$ cat config.mk
export PLATFORM = sky130hd
export DESIGN_NAME = pipe_scroller
export DESIGN_NICKNAME = d
export VERILOG_FILES = /design/src/rtl/pipe_scroller.sv
export SDC_FILE = /design/constraint.sdc
export NUM_CORES = 1
export LEC_CHECK = 0
export BUFFER_PORTS_ARGS = -buffer_cell sky130_fd_sc_hd__buf_2
export CAP_MARGIN = 40
export CELL_PAD_IN_SITES_DETAIL_PLACEMENT = 0
export CELL_PAD_IN_SITES_GLOBAL_PLACEMENT = 1
export CORE_MARGIN = 5
export CORE_UTILIZATION = 35
export CTS_BUF_LIST = sky130_fd_sc_hd__clkbuf_4
export DETAILED_ROUTE_END_ITERATION = 10
export PLACE_DENSITY = 0.72
export SLEW_MARGIN = 20
export SYNTH_ARGS = -nofsm -noshare
export SYNTH_HDL_FRONTEND = slang
export SYNTH_SLANG_ARGS = --single-unit
$ cat constraint.sdc
create_clock -name clock -period 2.15 [get_ports clock]
set_clock_uncertainty 0.05 [all_clocks]
set_input_delay 0.43 -clock clock [delete_from_list [all_inputs] [get_ports clock]]
set_output_delay 0.43 -clock clock [all_outputs]
set_load 0.01 [all_outputs]
$ cat src/rtl/pipe_scroller.sv
// Playfield scroller: shifts COLS column words left once per tick, loads pipes or blank spacers
// at the right edge, and keeps a saturating 2-digit BCD score. Optional macro: SCROLLER_SPEEDUP_EN.
module pipe_scroller #(
  parameter int COLS     = 16,
  parameter int ROWS     = 16,
  parameter int TICK_DIV = 12_500_000,
  parameter int GAP_COLS = 3,
  parameter int BIRD_COL = 12
) (
  input  logic                   clock,
  input  logic                   reset,
  input  logic                   enable,
  input  logic                   freeze,
  input  logic [ROWS-1:0]        pipe_in,
  output logic                   pipe_req,
  output logic [COLS*ROWS-1:0]   grid,
  output logic                   step,
  output logic                   pipe_passed,
  output logic [3:0]             score_tens,
  output logic [3:0]             score_ones
);

  localparam int TW = (TICK_DIV > 1) ? $clog2(TICK_DIV) : 1;
  localparam int GW = (GAP_COLS > 0) ? $clog2(GAP_COLS + 1) : 1;
  localparam logic [TW-1:0] TICK_LAST = TW'(TICK_DIV - 1);
  localparam logic [GW-1:0] GAP_LAST  = GW'(GAP_COLS);

  typedef enum logic [1:0] {
    IDLE   = 2'd0,
    RUN    = 2'd1,
    FROZEN = 2'd2
  } state_t;

  state_t                 state_r;
  state_t                 state_next_s;
  logic [TW-1:0]          tick_cnt_r;
  logic [GW-1:0]          gap_cnt_r;
  logic [COLS*ROWS-1:0]   grid_r;
  logic [3:0]             tens_r;
  logic [3:0]             ones_r;
  logic                   step_r;
  logic                   passed_r;

  logic                   start_s;
  logic                   scroll_s;
  logic                   load_s;
  logic                   bird_hit_s;
  logic [ROWS-1:0]        new_col_s;
  logic [7:0]             score_next_s;
  logic [TW-1:0]          period_last_s;

  // Saturating BCD increment of a {tens, ones} pair; 99 holds.
  function automatic logic [7:0] bcd_inc(input logic [3:0] t, input logic [3:0] o);
    logic [7:0] r;
    if (t == 4'd9 && o == 4'd9) begin
      r = {t, o};
    end else if (o == 4'd9) begin
      r = {t + 4'd1, 4'd0};
    end else begin
      r = {t, o + 4'd1};
    end
    return r;
  endfunction

`ifdef SCROLLER_SPEEDUP_EN
  logic [TW-1:0] period_last_r;

  // Tick period shrinks by TICK_DIV/8 per tens digit, never below TICK_DIV/4.
  function automatic logic [TW-1:0] speed_last(input logic [3:0] tens);
    int p;
    p = TICK_DIV - (TICK_DIV / 8) * int'(tens);
    p = (p < (TICK_DIV / 4)) ? (TICK_DIV / 4) : p;
    return TW'(p - 1);
  endfunction

  // Period register, only re-evaluated when the tick wraps so a running tick is never cut short.
  always_ff @(posedge clock or negedge reset) begin
    if (!reset) begin
      period_last_r <= TICK_LAST;
    end else if (start_s) begin
      period_last_r <= TICK_LAST;
    end else if (scroll_s) begin
      period_last_r <= speed_last(score_next_s[7:4]);
    end
  end

  assign period_last_s = period_last_r;
`else
  assign period_last_s = TICK_LAST;
`endif

  assign bird_hit_s   = |grid_r[BIRD_COL*ROWS +: ROWS];
  assign new_col_s    = load_s ? pipe_in : {ROWS{1'b0}};
  assign score_next_s = bird_hit_s ? bcd_inc(tens_r, ones_r) : {tens_r, ones_r};

  // Next-state and scroll decode; freeze is checked ahead of the tick so it beats a same-cycle scroll.
  always_comb begin
    state_next_s = state_r;
    start_s      = 1'b0;
    scroll_s     = 1'b0;
    load_s       = 1'b0;
    case (state_r)
      IDLE: begin
        if (enable) begin
          state_next_s = RUN;
          start_s      = 1'b1;
        end else begin
          state_next_s = IDLE;
        end
      end
      RUN: begin
        if (!enable) begin
          state_next_s = IDLE;
        end else if (freeze) begin
          state_next_s = FROZEN;
        end else begin
          state_next_s = RUN;
          if (tick_cnt_r == period_last_s) begin
            scroll_s = 1'b1;
            load_s   = (gap_cnt_r == GAP_LAST);
          end else begin
            scroll_s = 1'b0;
            load_s   = 1'b0;
          end
        end
      end
      FROZEN: begin
        if (!enable) begin
          state_next_s = IDLE;
        end else begin
          state_next_s = FROZEN;
        end
      end
      default: begin
        state_next_s = IDLE;
      end
    endcase
  end

  // State register.
  always_ff @(posedge clock or negedge reset) begin
    if (!reset) begin
      state_r <= IDLE;
    end else begin
      state_r <= state_next_s;
    end
  end

  // Playfield, counters, score and the post-scroll pulses.
  always_ff @(posedge clock or negedge reset) begin
    if (!reset) begin
      grid_r     <= {(COLS*ROWS){1'b0}};
      tick_cnt_r <= {TW{1'b0}};
      gap_cnt_r  <= {GW{1'b0}};
      tens_r     <= 4'd0;
      ones_r     <= 4'd0;
      step_r     <= 1'b0;
      passed_r   <= 1'b0;
    end else begin
      step_r   <= scroll_s;
      passed_r <= scroll_s & bird_hit_s;
      if (start_s) begin
        grid_r     <= {(COLS*ROWS){1'b0}};
        tick_cnt_r <= {TW{1'b0}};
        gap_cnt_r  <= {GW{1'b0}};
        tens_r     <= 4'd0;
        ones_r     <= 4'd0;
      end else if (scroll_s) begin
        grid_r     <= {new_col_s, grid_r[COLS*ROWS-1:ROWS]};
        tick_cnt_r <= {TW{1'b0}};
        gap_cnt_r  <= load_s ? {GW{1'b0}} : gap_cnt_r + GW'(1);
        tens_r     <= score_next_s[7:4];
        ones_r     <= score_next_s[3:0];
      end else if (state_r == RUN && state_next_s == RUN) begin
        tick_cnt_r <= tick_cnt_r + TW'(1);
      end
    end
  end

  assign pipe_req    = load_s;
  assign grid        = grid_r;
  assign step        = step_r;
  assign pipe_passed = passed_r;
  assign score_tens  = tens_r;
  assign score_ones  = ones_r;

endmodule

==> results.py, run 1 <==
metrics = {
    "outcome": {
        "status": "finished with violations",
        "violations": "negative setup slack",
    },
    "die": {
        "start_util_pct": 35.21,
        "rows": 68,
        "core_area_mm2": 0.03429,
        "io_pins": 287,
        "die_x_um": 195.7,
        "dieArea_mm2": 0.03831,
        "die_h_um": 195.7,
    },
    "logic_synthesis": {
        "synthDistinctLibCells": 37,
        "synthFlopType": "dfrtp_1",
        "synthTopCellsByCount": "515 x nand2_1, 294 x dfrtp_1, 266 x a21oi_1",
        "synth_edf_count": 0,
        "ys_seq_area_share_pct": 60.93,
        "avgSynthCellArea_um2": 9.058,
        "async_reset_ff_share_pct": 100.0,
        "syn_nets": 1359,
        "syn_area_mm2": 0.01207,
        "synth_most_common_cell": "nand2_1",
        "synth_warnings": 0,
        "syn_inst": 1333,
        "yosys.area.top_type": "dfrtp_1",
        "synth_top_area_share_pct": 60.93,
        "synth_seq_cells": 294,
        "synth_area_leaders": "dfrtp_1 61%, nand2_1 16%, a21oi_1 11%, clkbuf_1 2.1%, nand3_1 1.2%",
    },
    "cts": {
        "clkLatencyLatePin_ns": 0.73,
        "root_buffer": "clkbuf_4",
        "cts_max_path_buffers": 3,
        "cts_tree": "yes",
        "clk_pin_slew_ns": 0.06,
        "clock-sinks": 294,
        "numCtsBuffers": 81,
        "cts_max_level": 3,
    },
    "sta": {
        "rsz0062_at_grt": "true",
        "worst_pin_slew_ns": 0.5322,
        "fin_crit_sh_pct": 124.5,
        "final-hold-violation-count": 0,
        "min_period_ns": 2.676,
        "final-setup-viol-count": 220,
        "worst_slack_ns": -0.5262,
        "whs_ns": 0.1157,
        "max-slew-margin-rel_pct": 64.52,
        "clock.fmax_ghz": 0.3737,
        "maxSlewViolCount": 0,
        "tns_ns": -9.509,
    },
    "routing": {
        "antenna_left": 0,
        "vias_per_cell": 5.162,
        "via_count": 11860,
        "dr.first_iter.drc_count": 554,
        "remaining_drc_errors": 0,
        "dr.pass1.iters": 5,
        "wl_per_cell_um": 19.84,
        "drt-total-wl_mm": 45.58,
    },
    "power": {
        "leakagePower_nw": 10.54,
        "ir_worst_vdd_v": 0.0003368,
        "powerDensity_mw_per_mm2": 559.9,
    },
    "layout": {
        "drive_gt1_share_pct": 55.71,
        "fin_nets": 1809,
        "final_area_mm2": 0.01971,
        "area_growth_pct": 63.22,
    },
    "worst_setup_path": {
        "crit_arrival_ns": 2.20,
        "cp-start-kind": "flip-flop",
        "cp.required_ns": 1.67,
        "worstSetupPathType": "reg -> out",
        "crit_path_end_kind": "output pin",
        "cp_max_fo": 4,
    },
    "global_routing": {
        "grt_max_degree": 105,
        "grt_overflow": 0,
        "grtUsageTotal_pct": 20.65,
        "grt_pass1_wl_mm": 64.44,
        "antenna_found_initial": 1,
        "grt_pass1_vias": 11510,
    },
    "placement": {
        "place_area_mm2": 0.01457,
        "preCtsSetupSlack_ns": -0.09486,
        "hpwl_mm": 26.04,
        "numPortBuffers": 286,
        "place_congestion": 0.7923,
    },
    "flow_run": {
        "maxCapViolations": 0,
    },
    "min_path": {
        "hold_path_class": "in -> reg",
    },
}
[per-layer routing]
layer | track usage [%] | vias up | wire length [um]
met2 | 33.14 | 396 | 22380
met4 | 7.111 | 0 | 1211
li1 | - | 5390 | -
met3 | 5.736 | 90 | 3125
met1 | 27.11 | 5980 | 18870
met5 | 0 | - | 0
[final cells by class]
type,count,area (um2)
repair buffers,462,4242
well taps,455,569.3
diodes,2,5.005
clock inverters,14,53.80
inverters,8,30.03
flip-flops and latches,294,7357
multi-input cells,936,6505
fillers,2952,14580
clock buffers,126,945.9
[sequential cells by signal (all words and copies together) (netlist names)]
name / count
grid: 256
tick_cnt_r: 24
score_ones: 4
score_tens: 4
gap_cnt_r: 2
state_r: 2
pipe_passed: 1
step: 1
[through the flow]
step | cells | utilization, % | total power, mW
after global routing | 2297 | 57.48 | 11.54
after detailed placement | 2055 | 42.49 | 6.066
final | 2297 | 57.48 | 11.03
after CTS | 2257 | 49.14 | 11.11
after floorplan | 1333 | - | 5.798
after global placement | 2055 | 42.49 | 6.066
[cells in the final DEF, fill, tap and decap left out, types with 3 or more instances in the layout]
| cell | n |
|---|---|
| nand3_2 | 6 |
| a21oi_2 | 191 |
| nor4_1 | 9 |
| clkbuf_16 | 28 |
| and3_1 | 8 |
| inv_1 | 8 |
| dfrtp_1 | 294 |
| xnor2_1 | 5 |
| nand2_4 | 157 |
| clkinv_1 | 11 |
| o21ai_0 | 4 |
| ha_1 | 5 |
| buf_6 | 16 |
| buf_8 | 9 |
| clkbuf_4 | 126 |
| nand3_1 | 22 |
| a21oi_1 | 74 |
| nor2_1 | 25 |
| and4_1 | 3 |
| nand2_1 | 274 |
| nand4_1 | 11 |
| buf_4 | 49 |
| nand3b_1 | 3 |
| nand2b_1 | 5 |
| dlygate4sd3_1 | 19 |
| buf_2 | 285 |
| nand2_2 | 84 |
| buf_16 | 16 |
| buf_12 | 40 |
| xor2_1 | 16 |
| or3_1 | 4 |
[repair_timing]
action / CTS / global route
setup endpoints to repair: 134 / 261
pin swaps: 101 / 297
buffers inserted: 23 / 15
endpoints found under the hold margin: 233 / 0
hold buffers: 19 / 0
cloned: 21 / 40
resized for setup: 103 / 603
[cell families (layout without fill, tap and decap cells)]
logic type	Yosys count	after routing	synth area share, %
multiplexers	2	2	0.1658
XOR/XNOR	21	21	1.523
AO/OA/AOI/OAI	278	278	11.75
buffers and inverters	103	610	3.482
flip-flops	294	294	60.93
other	0	2	0
AND/OR/NAND/NOR	629	629	21.52
adder cells (fa/ha/maj)	6	6	0.6217
[worst max-delay path, stage by stage (launching register included)]
cell and delay (ns):
dfrtp_1 0.40, and4_4 0.25, nand2_1 0.12, or3_1 0.41, inv_1 0.08, and2_1 0.11, buf_2 0.12
[final timing paths]
check	startpoint	cells after the start	to	slack (ns)
min reg2reg	grid[22]	2	grid[6]	0.47
max	tick_cnt_r[18]	6	pipe_req	-0.53
max reg2reg	tick_cnt_r[1]	7	score_ones[1]	-0.13
min in group asynchronous	reset	2	grid[99]	0.21
min	freeze	4	state_r[0]	0.12
max in group asynchronous	reset	3	grid[93]	1.12
[report_power, final]
| part | internal, mW | leakage, nW | switching (mW) | total, mW |
|---|---|---|---|---|
| clock network | 2.64 | 0.609 | 2.35 | 4.99 |
| logic | 0.131 | 5.82 | 0.373 | 0.504 |
| registers | 5.54 | 4.11 | 0.00518 | 5.54 |
Power figures use the tool's default switching activity.
==> run 2: changes to the inputs <==
- HOLD_SLACK_MARGIN: not set -> 0.15
==> run 2 against run 1 <==
  * Non-clock buffer count increased by 3
  * The run still ends with negative setup slack left
  * Global-route usage rose by 0.12 points
  * Highest routed layer unchanged
  * Clock-buffer cell count did not move
  * Via count down 0.16%
  * Clock power about the same
==> results.py, run 2 (synthesis results as in run 1) <==
metrics = {
    "cts": {
        "root_buffer": "clkbuf_4",
        "numCtsBuffers": 81,
        "clock-sinks": 294,
        "clkLatencyLatePin_ns": 0.73,
        "cts_tree": "yes",
        "clk_pin_slew_ns": 0.06,
        "cts_max_level": 3,
        "cts_max_path_buffers": 3,
    },
    "layout": {
        "fin_nets": 1812,
        "final_common_cell": "dfrtp_1",
        "largest_register_ffs": 256,
        "area_growth_pct": 63.47,
        "final_cell_mix": "294 x dfrtp_1, 285 x buf_2, 277 x nand2_1",
        "utilization_pct": 57.56,
        "drive_gt1_share_pct": 55.51,
    },
    "sta": {
        "worst_slack_ns": -0.5269,
        "min_period_ns": 2.677,
        "fin_crit_sh_pct": 124.5,
        "worst_pin_slew_ns": 0.5162,
        "max-slew-margin-rel_pct": 65.58,
        "final-setup-viol-count": 236,
        "clock.fmax_ghz": 0.3736,
        "whs_ns": 0.3082,
        "maxSlewViolCount": 0,
        "final-hold-violation-count": 0,
        "rsz0062_at_grt": "true",
    },
    "routing": {
        "dr.pass1.iters": 5,
        "remaining_drc_errors": 0,
        "antenna_left": 0,
        "via_count": 11840,
        "wl_per_cell_um": 19.90,
        "drt-total-wl_mm": 45.76,
        "dr.first_iter.drc_count": 575,
        "vias_per_cell": 5.149,
    },
    "outcome": {
        "status": "finished with violations",
        "violations": "negative setup slack",
    },
    "global_routing": {
        "grt_max_degree": 105,
        "grt_pass1_vias": 11540,
        "grt_pass1_wl_mm": 64.69,
        "antenna_found_initial": 1,
        "grt_overflow": 0,
        "grtUsageTotal_pct": 20.77,
    },
    "worst_setup_path": {
        "worstSetupPathType": "reg -> out",
        "cp-startpoint": "tick_cnt_r[1]",
        "crit_path_end_kind": "output pin",
        "cp_max_fo": 2,
        "crit_arrival_ns": 2.20,
        "cp.required_ns": 1.67,
        "cp-start-kind": "flip-flop",
        "r2r-start": "tick_cnt_r[1]",
    },
    "die": {
        "die_h_um": 195.7,
        "die_x_um": 195.7,
        "start_util_pct": 35.21,
        "rows": 68,
        "core_area_mm2": 0.03429,
        "dieArea_mm2": 0.03831,
        "io_pins": 287,
    },
    "placement": {
        "hpwl_mm": 26.04,
        "numPortBuffers": 286,
        "place_congestion": 0.7923,
    },
    "power": {
        "powerDensity_mw_per_mm2": 559.9,
        "power.total_mw": 11.05,
        "ir_worst_vdd_v": 0.0003374,
        "leakagePower_nw": 10.56,
    },
    "min_path": {
        "hold_path_class": "in -> reg",
        "hold_start": "enable",
    },
    "flow_run": {
        "maxCapViolations": 0,
    },
}
run 2: final timing paths:
path	to	slack, ns	cells after the start
min	grid[24]	0.31	5
max in group asynchronous	grid[92]	0.73	4
max reg2reg	score_ones[1]	-0.13	7
min in group asynchronous	grid[77]	0.67	3
max	pipe_req	-0.53	7
min reg2reg	grid[6]	0.47	2
run 2: stage by stage:
stage	TNS [ns]	setup slack (ns)	cells	area [um2]
detailed placement	-6.960	-0.09486	2055	14570
global placement	-6.388	-0.08415	2055	14570
floorplan	0	0.08301	1333	12070
global route	-41.04	-0.6989	2299	19740
finish	-10.63	-0.5269	2299	19740
CTS	-40.47	-0.6449	2260	16890
run 2: critical path, stage by stage (launching register included):
cell	delay [ns]
dfrtp_1	0.36
ha_2	0.18
and4_4	0.22
nand4_1	0.08
or3_1	0.37
inv_1	0.08
and2_1	0.11
buf_2	0.12
run 2: where the power goes:
group | leakage (nW) | internal (mW) | switching (mW)
sequential | 4.11 | 5.54 | 0.00531
combinational | 5.84 | 0.137 | 0.376
clock | 0.609 | 2.64 | 2.35
total | 10.6 | 8.32 | 2.73
run 2: final cells by class:
type	count	area [um2]
sequential	294	7357
timing repair buffer	465	4282
clock inverter	14	53.80
inverter	8	30.03
clock buffer	126	945.9
tap	455	569.3
fill	2950	14550
multi-input combinational	936	6497
antenna	1	2.502
run 2: what timing repair did:
item	in CTS	in global routing
endpoints found under the hold margin	312	0
setup endpoints to repair	134	261
pin swaps	101	297
gates resized for setup	103	600
hold buffers	22	0
gates cloned	21	40
buffers inserted	23	15
run 2: routing by layer:
metal  global-route usage, %  wire (um)  part of all wire, %  up-vias
li1                        -          -                    -     5398
met1                   27.29      19160                   42     5988
met2                   33.40      22620                   49      377
met3                   5.753       2933                  6.4       74
met4                   7.008       1037                  2.3        0
met5                       0          0                    0        -
==> run 3: changes to the inputs <==
- CORE_UTILIZATION: 35 -> 37
- PLACE_DENSITY: 0.72 -> 0.75
- SETUP_SLACK_MARGIN: not set -> 0.15
==> run 3 against run 2 <==
  * The run still ends with negative setup slack left
  * Critical endpoint unchanged
  * Fmax up 1.2%
  * Critical path depth unchanged
  * Register-to-register slack worse by 0.27 ns
  * Setup slack better by 0.032 ns
  * Utilization down 0.23 points
  * Clock-buffer cell count down 1
  * Combinational power down 4.1%
==> results.py, run 3 (synthesis results as in run 1) <==
metrics = {
    "cts": {
        "clock-sinks": 294,
        "cts_max_level": 3,
        "root_buffer": "clkbuf_4",
        "clkLatencyLatePin_ns": 0.69,
        "cts_tree": "yes",
        "clk_pin_slew_ns": 0.06,
        "numCtsBuffers": 84,
        "cts_max_path_buffers": 3,
    },
    "power": {
        "switching_power_mw": 2.756,
        "power_frac_clock_pct": 45.5,
        "p_int_mw": 8.314,
        "comb_power_share_pct": 4.4,
        "ir_worst_vdd_v": 0.0003581,
        "leakagePower_nw": 9.638,
        "seq_power_share_pct": 50.1,
        "p_sw_share_pct": 24.90,
        "power.total_mw": 11.07,
        "powerDensity_mw_per_mm2": 596.4,
    },
    "global_routing": {
        "grt_pass1_vias": 11580,
        "antenna_found_initial": 2,
        "grtUsageTotal_pct": 22.39,
        "grt_pass1_wl_mm": 64.97,
        "grt_max_degree": 65,
        "grt_overflow": 0,
    },
    "worst_setup_path": {
        "r2r_cells": 15,
        "critPathMaxStageDelay_ns": 0.40,
        "cp.required_ns": 1.67,
        "crit_arrival_ns": 2.16,
        "cp_cell_sequence": "ha_2 > and4_4 > nand4_1 > or3_4 > inv_2 > and2_1 > buf_2",
        "rrSetupSlack_ns": -0.40,
        "cp-start-kind": "flip-flop",
        "crit_family": "simple AND/OR/NAND/NOR gates",
        "worst-path-buf-inv": 2,
        "r2r-start": "tick_cnt_r[0]",
        "crit_path_end_kind": "output pin",
        "worstSetupPathType": "reg -> out",
        "worst_path_max_delay_cell": "or3_4",
        "cp_max_fo": 3,
        "r2r_end": "grid[121]",
    },
    "die": {
        "rows": 66,
        "dieArea_mm2": 0.03635,
        "die_x_um": 190.6,
        "start_util_pct": 37.30,
        "die_h_um": 190.6,
        "core_area_mm2": 0.03237,
        "io_pins": 287,
    },
    "outcome": {
        "status": "finished with violations",
        "violations": "negative setup slack",
    },
    "sta": {
        "worst_slack_ns": -0.4948,
        "clock.fmax_ghz": 0.3781,
        "rsz0062_at_grt": "true",
        "final-hold-violation-count": 0,
        "max-slew-margin-rel_pct": 71.30,
        "worst_pin_slew_ns": 0.4266,
        "maxSlewViolCount": 0,
        "fin_crit_sh_pct": 123.0,
        "final-setup-viol-count": 265,
        "tns_ns": -77.42,
        "min_period_ns": 2.645,
    },
    "layout": {
        "utilization_pct": 57.34,
        "largest_register_ffs": 256,
        "final.fill_count": 2843,
        "final_area_mm2": 0.01856,
        "final_cell_mix": "400 x nand2_1, 294 x dfrtp_1, 285 x buf_2",
        "area_growth_pct": 53.72,
        "final_common_cell": "nand2_1",
        "fin_nets": 1809,
        "drive_gt1_share_pct": 44.89,
    },
    "min_path": {
        "hold_path_class": "in -> reg",
        "hold_start": "enable",
        "min_to": "grid[247]",
        "min_path_cells": 5,
    },
    "placement": {
        "place_congestion": 0.8374,
        "hpwl_mm": 25.02,
        "preCtsSetupSlack_ns": -0.01986,
        "numPortBuffers": 286,
        "place_area_mm2": 0.01446,
    },
    "routing": {
        "met1Wirelength_mm": 17.86,
        "wl_met3_mm": 3.038,
        "via_count": 11710,
        "wl_per_cell_um": 19.19,
        "wl_met2_mm": 21.64,
        "dr.pass1.iters": 5,
        "drt-total-wl_mm": 43.80,
        "dr.first_iter.drc_count": 773,
        "remaining_drc_errors": 0,
        "vias_per_cell": 5.131,
        "maxUsedRoutingLayer": "met4",
        "antenna_left": 0,
    },
    "flow_run": {
        "maxCapViolations": 0,
    },
}
run 3: cell count changes in the layout (fill, tap and decap cells not counted), sizes merged:
cell         previous run  this run
inv                    10        11
buf                   416       424
clkbuf                154       137
dlygate4sd3            21        22
diode                   1         2
clkinvlp                0         1
bufbuf                  0         1
run 3: layout make-up:
| cell class | instances | area (um2) | share of cell area [%] |
|---|---|---|---|
| diodes | 2 | 5.005 | 0.02697 |
| clock buffers | 125 | 938.4 | 5.056 |
| clock inverters | 16 | 65.06 | 0.3505 |
| inverters | 8 | 30.03 | 0.1618 |
| multi-input cells | 936 | 5396 | 29.08 |
| flip-flops and latches | 294 | 7357 | 39.64 |
| well taps | 442 | 553.0 | 2.980 |
| repair buffers | 459 | 4215 | 22.71 |
run 3: worst max path at each step:
| stage | from | to | depth (start not counted) |
|---|---|---|---|
| 6_report | tick_cnt_r[0] | pipe_req | 7 |
| 5_1_grt | state_r[1] | pipe_req | 6 |
| 4_1_cts | tick_cnt_r[22] | pipe_req | 6 |
| 3_5_place_dp | freeze | grid[117] | 9 |
| 3_3_place_gp | freeze | pipe_req | 7 |
| 2_1_floorplan | freeze | score_ones[0] | 6 |
run 3: power groups by stage:
stage	Sequential, mW	Clock [mW]	Combinational [mW]
6_report	5.54	5.03	0.493
5_1_grt	5.54	5.46	0.543
2_1_floorplan	5.65	0	0.149
3_5_place_dp	5.65	0	0.425
3_3_place_gp	5.65	0	0.423
4_1_cts	5.54	5.14	0.462
run 3: timing repair:
action                                  CTS  global route
endpoints found under the hold margin   312             0
buffers inserted                         22            14
pin swaps                                57           121
endpoints found under the setup margin  263           269
hold buffers                             22             0
gates cloned                             32            16
gates resized for setup                  80           303
run 3: stage by stage:
stage               hold WS (ns)  std cells
finish                    0.3932       2282
global route              0.3525       2282
CTS                       0.3258       2250
detailed placement        0.3087       2033
global placement          0.3052       2033
floorplan                0.08441       1333
run 3: per-layer routing:
metal	up-vias	global-route usage, %
met4	0	8.287
met1	5833	29.35
met3	84	5.804
met2	420	36.01
li1	5371	-
met5	-	0
run 3: worst reg2reg max path: stages (launching register included):
cell and delay, ns:
dfrtp_1 0.35, ha_2 0.19, and4_4 0.21, buf_4 0.10
buf_4 0.09, buf_6 0.09, nand4_1 0.12, buf_4 0.18
nor3_4 0.22, buf_6 0.16, buf_6 0.13, buf_16 0.17
buf_6 0.13, buf_16 0.13, nand2_4 0.05, a21oi_2 0.14
